===== src/rtl/id_ex_operand_stage_pkg.sv =====
// id_ex_operand_stage_pkg: ALU control codes and widths shared by the ID/EX stage and the ALU.
package id_ex_operand_stage_pkg;
   localparam int N_W   = 32;
   localparam int CTR_W = 4;
   localparam int RSEL  = 5;
   localparam logic [CTR_W-1:0] ALU_ADD  = 4'd0;
   localparam logic [CTR_W-1:0] ALU_ADDU = 4'd1;
   localparam logic [CTR_W-1:0] ALU_SUB  = 4'd2;
   localparam logic [CTR_W-1:0] ALU_SUBU = 4'd3;
   localparam logic [CTR_W-1:0] ALU_SLT  = 4'd4;
   localparam logic [CTR_W-1:0] ALU_SLTU = 4'd5;
   localparam logic [CTR_W-1:0] ALU_SLL  = 4'd6;
   localparam logic [CTR_W-1:0] ALU_SRL  = 4'd7;
   localparam logic [CTR_W-1:0] ALU_SRA  = 4'd8;
   localparam logic [CTR_W-1:0] ALU_OR   = 4'd9;
   localparam logic [CTR_W-1:0] ALU_AND  = 4'd10;
   localparam logic [CTR_W-1:0] ALU_XOR  = 4'd11;
   localparam logic [CTR_W-1:0] ALU_NOP  = 4'd15;

   function automatic logic is_shift(input logic [CTR_W-1:0] ctr);
      return ctr == ALU_SLL || ctr == ALU_SRL || ctr == ALU_SRA;
   endfunction
endpackage


===== src/rtl/id_ex_operand_stage_fwd_mux.sv =====
// id_ex_operand_stage_fwd_mux: picks EX/MEM, then MEM/WB, then the captured value for one source index.
module id_ex_operand_stage_fwd_mux
   import id_ex_operand_stage_pkg::*;
#(
   parameter int n    = N_W,
   parameter int Rsel = RSEL
) (
   input  logic [Rsel-1:0] idx_i,
   input  logic [n-1:0]    reg_data_i,
   input  logic            exmem_wen_i,
   input  logic [Rsel-1:0] exmem_dst_i,
   input  logic [n-1:0]    exmem_data_i,
   input  logic            memwb_wen_i,
   input  logic [Rsel-1:0] memwb_dst_i,
   input  logic [n-1:0]    memwb_data_i,
   output logic [n-1:0]    data_o
);
   logic nz;
   assign nz = idx_i != '0;
   assign data_o = (nz && exmem_wen_i && exmem_dst_i == idx_i) ? exmem_data_i :
                   (nz && memwb_wen_i && memwb_dst_i == idx_i) ? memwb_data_i : reg_data_i;
endmodule


===== src/rtl/id_ex_operand_stage.sv =====
// id_ex_operand_stage: ID/EX register feeding the ALU, with operand forwarding and load-use bubbles.
module id_ex_operand_stage
   import id_ex_operand_stage_pkg::*;
#(
   parameter int n        = N_W,
   parameter int Ctr_size = CTR_W,
   parameter int Rsel     = RSEL
) (
   input  logic                clk,
   input  logic                reset,
   input  logic                id_valid,
   input  logic [n-1:0]        id_rs_data,
   input  logic [n-1:0]        id_rt_data,
   input  logic [Rsel-1:0]     id_rs,
   input  logic [Rsel-1:0]     id_rt,
   input  logic [Rsel-1:0]     id_rd,
   input  logic [n-1:0]        id_imm,
   input  logic [Ctr_size-1:0] id_alu_ctr,
   input  logic                id_use_imm,
   input  logic                id_reg_write,
   input  logic                id_mem_read,
   input  logic                id_mem_write,
   input  logic                flush,
   input  logic                ex_hold,
   input  logic                exmem_wen,
   input  logic [Rsel-1:0]     exmem_dst,
   input  logic [n-1:0]        exmem_data,
   input  logic                memwb_wen,
   input  logic [Rsel-1:0]     memwb_dst,
   input  logic [n-1:0]        memwb_data,
   output logic [n-1:0]        ADin,
   output logic [n-1:0]        BDin,
   output logic [Ctr_size-1:0] ALU_ctr,
   output logic                Carry_in,
   output logic                ex_valid,
   output logic [Rsel-1:0]     ex_dst,
   output logic                ex_reg_write,
   output logic                ex_mem_read,
   output logic                ex_mem_write,
   output logic [n-1:0]        ex_store_data,
   output logic                id_stall
);
   logic                valid_q, reg_write_q, mem_read_q, mem_write_q, use_imm_q;
   logic [Rsel-1:0]     rs_q, rt_q, dst_q;
   logic [n-1:0]        rs_data_q, rt_data_q, imm_q, fwd_rs, fwd_rt;
   logic [Ctr_size-1:0] ctr_q;
   logic                hz, bub;

   assign hz = valid_q && mem_read_q && id_valid && dst_q != '0 && (dst_q == id_rs || dst_q == id_rt);
   assign bub = flush || hz || !id_valid;
   assign id_stall = !reset && (hz || ex_hold);

   always_ff @(posedge clk) begin
      if (reset) begin
         valid_q     <= 1'b0;
         reg_write_q <= 1'b0;
         mem_read_q  <= 1'b0;
         mem_write_q <= 1'b0;
         use_imm_q   <= 1'b0;
         ctr_q       <= ALU_NOP;
         rs_q        <= '0;
         rt_q        <= '0;
         dst_q       <= '0;
         rs_data_q   <= '0;
         rt_data_q   <= '0;
         imm_q       <= '0;
      end else if (flush || !ex_hold) begin
         valid_q     <= !bub;
         reg_write_q <= !bub && id_reg_write;
         mem_read_q  <= !bub && id_mem_read;
         mem_write_q <= !bub && id_mem_write;
         ctr_q       <= bub ? ALU_NOP : id_alu_ctr;
         // Squashed slots leave the operand fields alone; only control is cleared.
         if (!flush && !hz) begin
            use_imm_q <= id_use_imm;
            rs_q      <= id_rs;
            rt_q      <= id_rt;
            dst_q     <= id_rd;
            rs_data_q <= id_rs_data;
            rt_data_q <= id_rt_data;
            imm_q     <= id_imm;
         end
      end
   end

   id_ex_operand_stage_fwd_mux #(.n(n), .Rsel(Rsel)) u_fwd_rs (
      .idx_i(rs_q), .reg_data_i(rs_data_q),
      .exmem_wen_i(exmem_wen), .exmem_dst_i(exmem_dst), .exmem_data_i(exmem_data),
      .memwb_wen_i(memwb_wen), .memwb_dst_i(memwb_dst), .memwb_data_i(memwb_data),
      .data_o(fwd_rs)
   );

   id_ex_operand_stage_fwd_mux #(.n(n), .Rsel(Rsel)) u_fwd_rt (
      .idx_i(rt_q), .reg_data_i(rt_data_q),
      .exmem_wen_i(exmem_wen), .exmem_dst_i(exmem_dst), .exmem_data_i(exmem_data),
      .memwb_wen_i(memwb_wen), .memwb_dst_i(memwb_dst), .memwb_data_i(memwb_data),
      .data_o(fwd_rt)
   );

   // Shifts take the value from rt and the shift amount from BDin[10:6].
   assign ADin          = is_shift(ctr_q) ? fwd_rt : fwd_rs;
   assign BDin          = (is_shift(ctr_q) || use_imm_q) ? imm_q : fwd_rt;
   assign ALU_ctr       = ctr_q;
   assign Carry_in      = 1'b0;
   assign ex_valid      = valid_q;
   assign ex_dst        = dst_q;
   assign ex_reg_write  = reg_write_q;
   assign ex_mem_read   = mem_read_q;
   assign ex_mem_write  = mem_write_q;
   assign ex_store_data = fwd_rt;
endmodule


===== config.mk =====
export PLATFORM = sky130hd
export DESIGN_NAME = id_ex_operand_stage
export DESIGN_NICKNAME = d
export VERILOG_FILES = /design/src/rtl/id_ex_operand_stage_pkg.sv /design/src/rtl/id_ex_operand_stage_fwd_mux.sv /design/src/rtl/id_ex_operand_stage.sv
export SDC_FILE = /design/constraint.sdc
export NUM_CORES = 1
export LEC_CHECK = 0
export BUFFER_PORTS_ARGS = -buffer_cell sky130_fd_sc_hd__buf_2
export CAP_MARGIN = 30
export CORE_AREA = 8 8 146 121
export DETAILED_ROUTE_END_ITERATION = 16
export DIE_AREA = 0 0 154 129
export GPL_TIMING_DRIVEN = 0
export PLACE_DENSITY = 0.86
export REMOVE_ABC_BUFFERS = 1
export SLEW_MARGIN = 30
export SYNTH_ARGS = -nofsm -noshare
export SYNTH_HDL_FRONTEND = slang
export SYNTH_HIERARCHICAL = 1
export SYNTH_SLANG_ARGS = --single-unit

===== constraint.sdc =====
create_clock -name clk -period 6 [get_ports clk]
set_clock_uncertainty 0.15 [all_clocks]
set_input_delay 0.3 -clock clk [delete_from_list [all_inputs] [get_ports clk]]
set_output_delay 0.3 -clock clk [all_outputs]
set_load 0.02 [all_outputs]

; After elaboration in Yosys (flattened, before gate mapping)
; Cells that the tools add are included.
[word_totals]
regBits = 120
latch_bits = 0
ramBits = 0
mem_bits_ro = 0
memories = 0
[op_classes]
addsub = 0
multipliers = 0
n_div = 0
magnitude_cmp = 0
n_eq_ne = 9
shifts = 0
n_mux = 7
bitwise = 0
n_reduce_logical = 35
[op_table]
columns = operator, n
row1 = $mux 32, 6
row2 = $eq 5x5->1, 6
row3 = $logic_and 1x1->1, 17
row4 = $reduce_bool 5->1, 3
row5 = $eq 4x3->1 const B, 2
row6 = $logic_or 1x1->1, 8
row7 = $logic_not 1->1, 6
row8 = $eq 4x4->1 const B, 1
row9 = $mux 4, 1
row10 = $reduce_and 2->1, 1

; Longest topological paths before layout
[depth]
ltp_word = 8
ltp_mapped = 7
ltp_nobuf = 5

; Hierarchy
; Netlist, hierarchy kept.
[by_module_without_submodules]
columns = mod, n_inst, cells_per_inst, area_each_um2, seq_area_each_um2
row1 = id_ex_operand_stage, 1, 612, 6148.4, 2402.3
row2 = id_ex_operand_stage_fwd_mux, 2, 169, 948.4, 0.0

; Worst setup path before layout
; Ideal clock, no wire load.
[synth_timing]
path_type = reg-to-output
startpoint = register rt_q[1]
endpoint = output port ADin[10]
t_arrival_ns = 2.207
required_ns = 5.550
setup_slack_ns = 3.343
path_stages_with_launch = 7
n_path_buf = 1
cell_sequence = dfxtp_1 -> or4_4 -> o211ai_2 -> clkbuf_2 -> o21ai_0 -> a31oi_1 -> mux2_2
[synth_between]
elab_chain_len = 6
word_cells_on_any_way = 10
classes_between = 2 x eq/ne / 3 x mux / 5 x reduce/logical
[synth_rtl]
columns = element, line
row1 = "start, declared", id_ex_operand_stage.sv:44  ; logic [Rsel-1:0] rs_q, rt_q, dst_q;
row2 = "start signal, assigned", id_ex_operand_stage.sv:77  ; rt_q <= id_rt;
row3 = $reduce_bool 5->1, id_ex_operand_stage_fwd_mux.sv:19  ; assign nz = idx_i != '0;
row4 = $logic_and 1x1->1 (2 in a row), id_ex_operand_stage_fwd_mux.sv:21  ; (nz && memwb_wen_i && memwb_dst_i == idx_i) ? memwb_data_i : reg_data_i;
row5 = $mux 32, id_ex_operand_stage_fwd_mux.sv:21
row6 = $mux 32 *, id_ex_operand_stage_fwd_mux.sv:20  ; assign data_o = (nz && exmem_wen_i && exmem_dst_i == idx_i) ? exmem_data_i :
row7 = via ex_store_data[10], id_ex_operand_stage.sv:40  ; output logic [n-1:0] ex_store_data,
row8 = $mux 32 *, id_ex_operand_stage.sv:101  ; assign ADin = is_shift(ctr_q) ? fwd_rt : fwd_rs;
row9 = "end, declared", id_ex_operand_stage.sv:31  ; output logic [n-1:0] ADin,
; The timed path passes the listed nets; every way through them passes the cells marked *.

; Final worst setup path
[layout_timing]
startpoint = register rt_q[4]
endpoint = output port BDin[14]
[layout_between]
elab_chain_len = 6
word_cells_on_any_way = 10
classes_between = 2 x eq/ne / 3 x mux / 5 x reduce/logical
[layout_rtl]
columns = element, line
row1 = $reduce_bool 5->1, id_ex_operand_stage_fwd_mux.sv:19
row2 = $logic_and 1x1->1 (2 in a row), id_ex_operand_stage_fwd_mux.sv:21
row3 = $mux 32, id_ex_operand_stage_fwd_mux.sv:21
row4 = $mux 32 *, id_ex_operand_stage_fwd_mux.sv:20
row5 = $mux 32 *, id_ex_operand_stage.sv:102  ; assign BDin = (is_shift(ctr_q) || use_imm_q) ? imm_q : fwd_rt;
row6 = "end, declared", id_ex_operand_stage.sv:32  ; output logic [n-1:0] BDin,
; Every way passes the cells marked *; elsewhere a longest branch is shown, timed or not.

==> qor.txt <==
gr usage total = 31.4%
Clock Latency Late Sink = 420 ps
run status = completed
core area = 15300 µm²
max-cap violations = 0
number of flops mapped to enable cells by yosys = 0
Routed WL = 32.5 mm
final net count = 1483
Final Cell Area = 11200 µm²
DIE AREA = 19900 µm²
critical path data required time = 5550 ps
asr flop ratio synth = 0%
minimum setup slack among reg-to-reg paths = 3000 ps
fin. max-slew vios = 0
Ys Warns = 6
Netlist Area Pre-Place = 8050 µm²
root buffer cell = clkbuf_16
DRC = 0
Peak VDD IR = 0.176 mV
largest net degree at the start of global routing = 159
most frequent cells in the layout = buf_2 (308), nand2b_1 (224), dfxtp_1 (120), mux2i_1 (112), nand3_1 (67)
WL per Instance = 21.8 µm
Fin. Hold Viols = 0
Max Clk Rate = 0.238 GHz
Tmin final = 4200 ps
vias in the first global route = 9294
global-route wire length before repair = 49.9 mm
Worst-path clk slew = 60 ps
dpl cell area = 9940 µm²
Hold-fix buffers, CTS = 59
Initial Utilization = 52.5%
drt pass-1 iters = 8
I/O pin total = 311
layout cells sized above 1 = 32.1%
CP max FO = 32
switching share of total power = 28.7%
DP HPWL = 21.2 mm
commonest non-fill, non-tap cell in the layout = buf_2
reg2reg end = rs_data_q[28]
startpoint types = flop
TritonCTS Buffers = 17
CTS max path bufs = 2
CP endpoint kind = output port
Port Buffer Count = 309
Tcrit/Tclk final = 70.0%
share of power burned in registers = 34.2%
P&R area growth vs syn = 39.4%
Synth Instances = 950
WS Path Type = flop to output port
total number of vias = 9110
DR vias/cell = 6.11
Clock power frac = 42.8%
Setup Fix Bufs, Post-CTS = 0
Slew Limit Headroom = 36.5%
FP Rows = 41
Layout Utilization = 73.1%
Internal = 0.00181 W
GRT overflow = 0
setup tns final = 0 ps
starting DRC count in detailed routing = 1002
PostCTS Resize Cnt = 0
hold crit path type = input port to flop
static leakage = 4.76 nW
Worst setup endpoint = BDin[14]
TritonCTS clock tree = yes
Syn Area/Cell = 8.47 µm²
Comb power frac = 23.0%
Seq/Total Area, Yosys = 29.9%
remaining antenna violation count = 0
final-report setup violation count = 0
Filler cells = 1080
Worst EP arrival = 3750 ps
CTS H-tree depth = 4
GPL Wtd Cong = 0.884
initial antenna violation count = 2
CP startpoint = rt_q[4]
sw power = 0.000727 W
Yosys cell types = 34
FF-to-FF Start = ex_dst[3]
Worst Tran Pin Value = 952 ps
die width = 154 µm
clk sinks = 120
die span in y = 129 µm
Worst R2R Path Depth = 10
Pwr per Cell Area = 226 nW/µm²
Synth Register Bits = 120
ys flop type = dfxtp_1
RSZ-0062 raised after global routing = false
worst min path at each step:
stage,from,to,slack [ps],cells after the start
6_report,id_rt_data[8],rt_data_q[8],8,3
5_1_grt,id_rs_data[9],rs_data_q[9],-0.8,3
4_1_cts,id_imm[12],imm_q[12],1,3
3_5_place_dp,rs_data_q[25],rs_data_q[25],310,2
3_3_place_gp,ex_mem_write,ex_mem_write,290,1
2_1_floorplan,imm_q[0],imm_q[0],290,2
power by group through the flow:
stage	Clock, W	Sequential [W]	Combinational [W]
finish	0.00108	0.000866	0.000582
global route	0.00114	0.000870	0.000611
CTS	0.00109	0.000864	0.000562
detailed placement	0	0.000880	0.000528
global placement	0	0.000878	0.000507
floorplan	0	0.000876	0.000301
logic make-up (layout without fill, tap and decap cells):
group / count (synthesis) / after routing / synth area share [%]
compound gates: 147 / 147 / 11.0
xor+xnor: 30 / 30 / 3.27
buf+inv: 92 / 436 / 5.35
flops: 120 / 120 / 29.9
mux: 176 / 176 / 22.9
other cells: 1 / 4 / 0.0466
simple gates: 384 / 384 / 27.6
per-stage QoR:
stage,hold slack [ps],power (W),worst slack (ps),std cells
floorplan,294,0.00118,-1990,859
global placement,294,0.00138,-4440,1361
detailed placement,308,0.00141,2410,1392
CTS,1.14,0.00252,1970,1481
global route,-0.818,0.00262,1830,1489
finish,8.00,0.00253,1800,1490
layout make-up:
cell class	instances	area, µm²	area share [%]
diodes	3	7.51	0.0670
inverters	1	3.75	0.0335
clock inverters	9	149	1.33
repair buffers	405	2670	23.8
clock buffers	21	460	4.11
flip-flops and latches	120	2400	21.4
multi-input cells	738	5280	47.1
well taps	193	241	2.15
synthesized netlist by cell type (14+ instances only):
library cell / count / area (µm²)
mux2_1: 32 / 360
clkbuf_1: 55 / 206
buf_4: 16 / 120
nor3_1: 65 / 325
o21ai_0: 54 / 270
mux2i_1: 112 / 1120
nand3_1: 67 / 335
a31oi_1: 65 / 407
mux2_2: 32 / 360
nand2b_1: 224 / 1400
dfxtp_1: 120 / 2400
buf_2: 14 / 70.1
xnor2_1: 30 / 263
critical path: stages (launching register included):
cell      delay [ps]
dfxtp_1          370
or4_4            590
o211ai_4         480
buf_8            230
or2_2            720
a31oi_1          350
mux2_1           400
buf_2            170
sequential cells by signal (all words and copies together), names as in the netlist:
| register | count |
|---|---|
| ex_dst | 5 |
| ex_mem_write | 1 |
| ex_valid | 1 |
| rs_data_q | 32 |
| ALU_ctr | 4 |
| imm_q | 32 |
| use_imm_q | 1 |
| rt_q | 5 |
| ex_mem_read | 1 |
| rt_data_q | 32 |
| rs_q | 5 |
| ex_reg_write | 1 |
routing by layer:
metal | wire [µm] | track usage [%] | vias to the layer above
met5 | 0 | 0 | -
met4 | 1550 | 17.8 | 0
met3 | 3360 | 9.18 | 174
met2 | 15800 | 55.1 | 729
met1 | 11800 | 33.7 | 4187
li1 | - | - | 4020
Power figures use the tool's default switching activity.
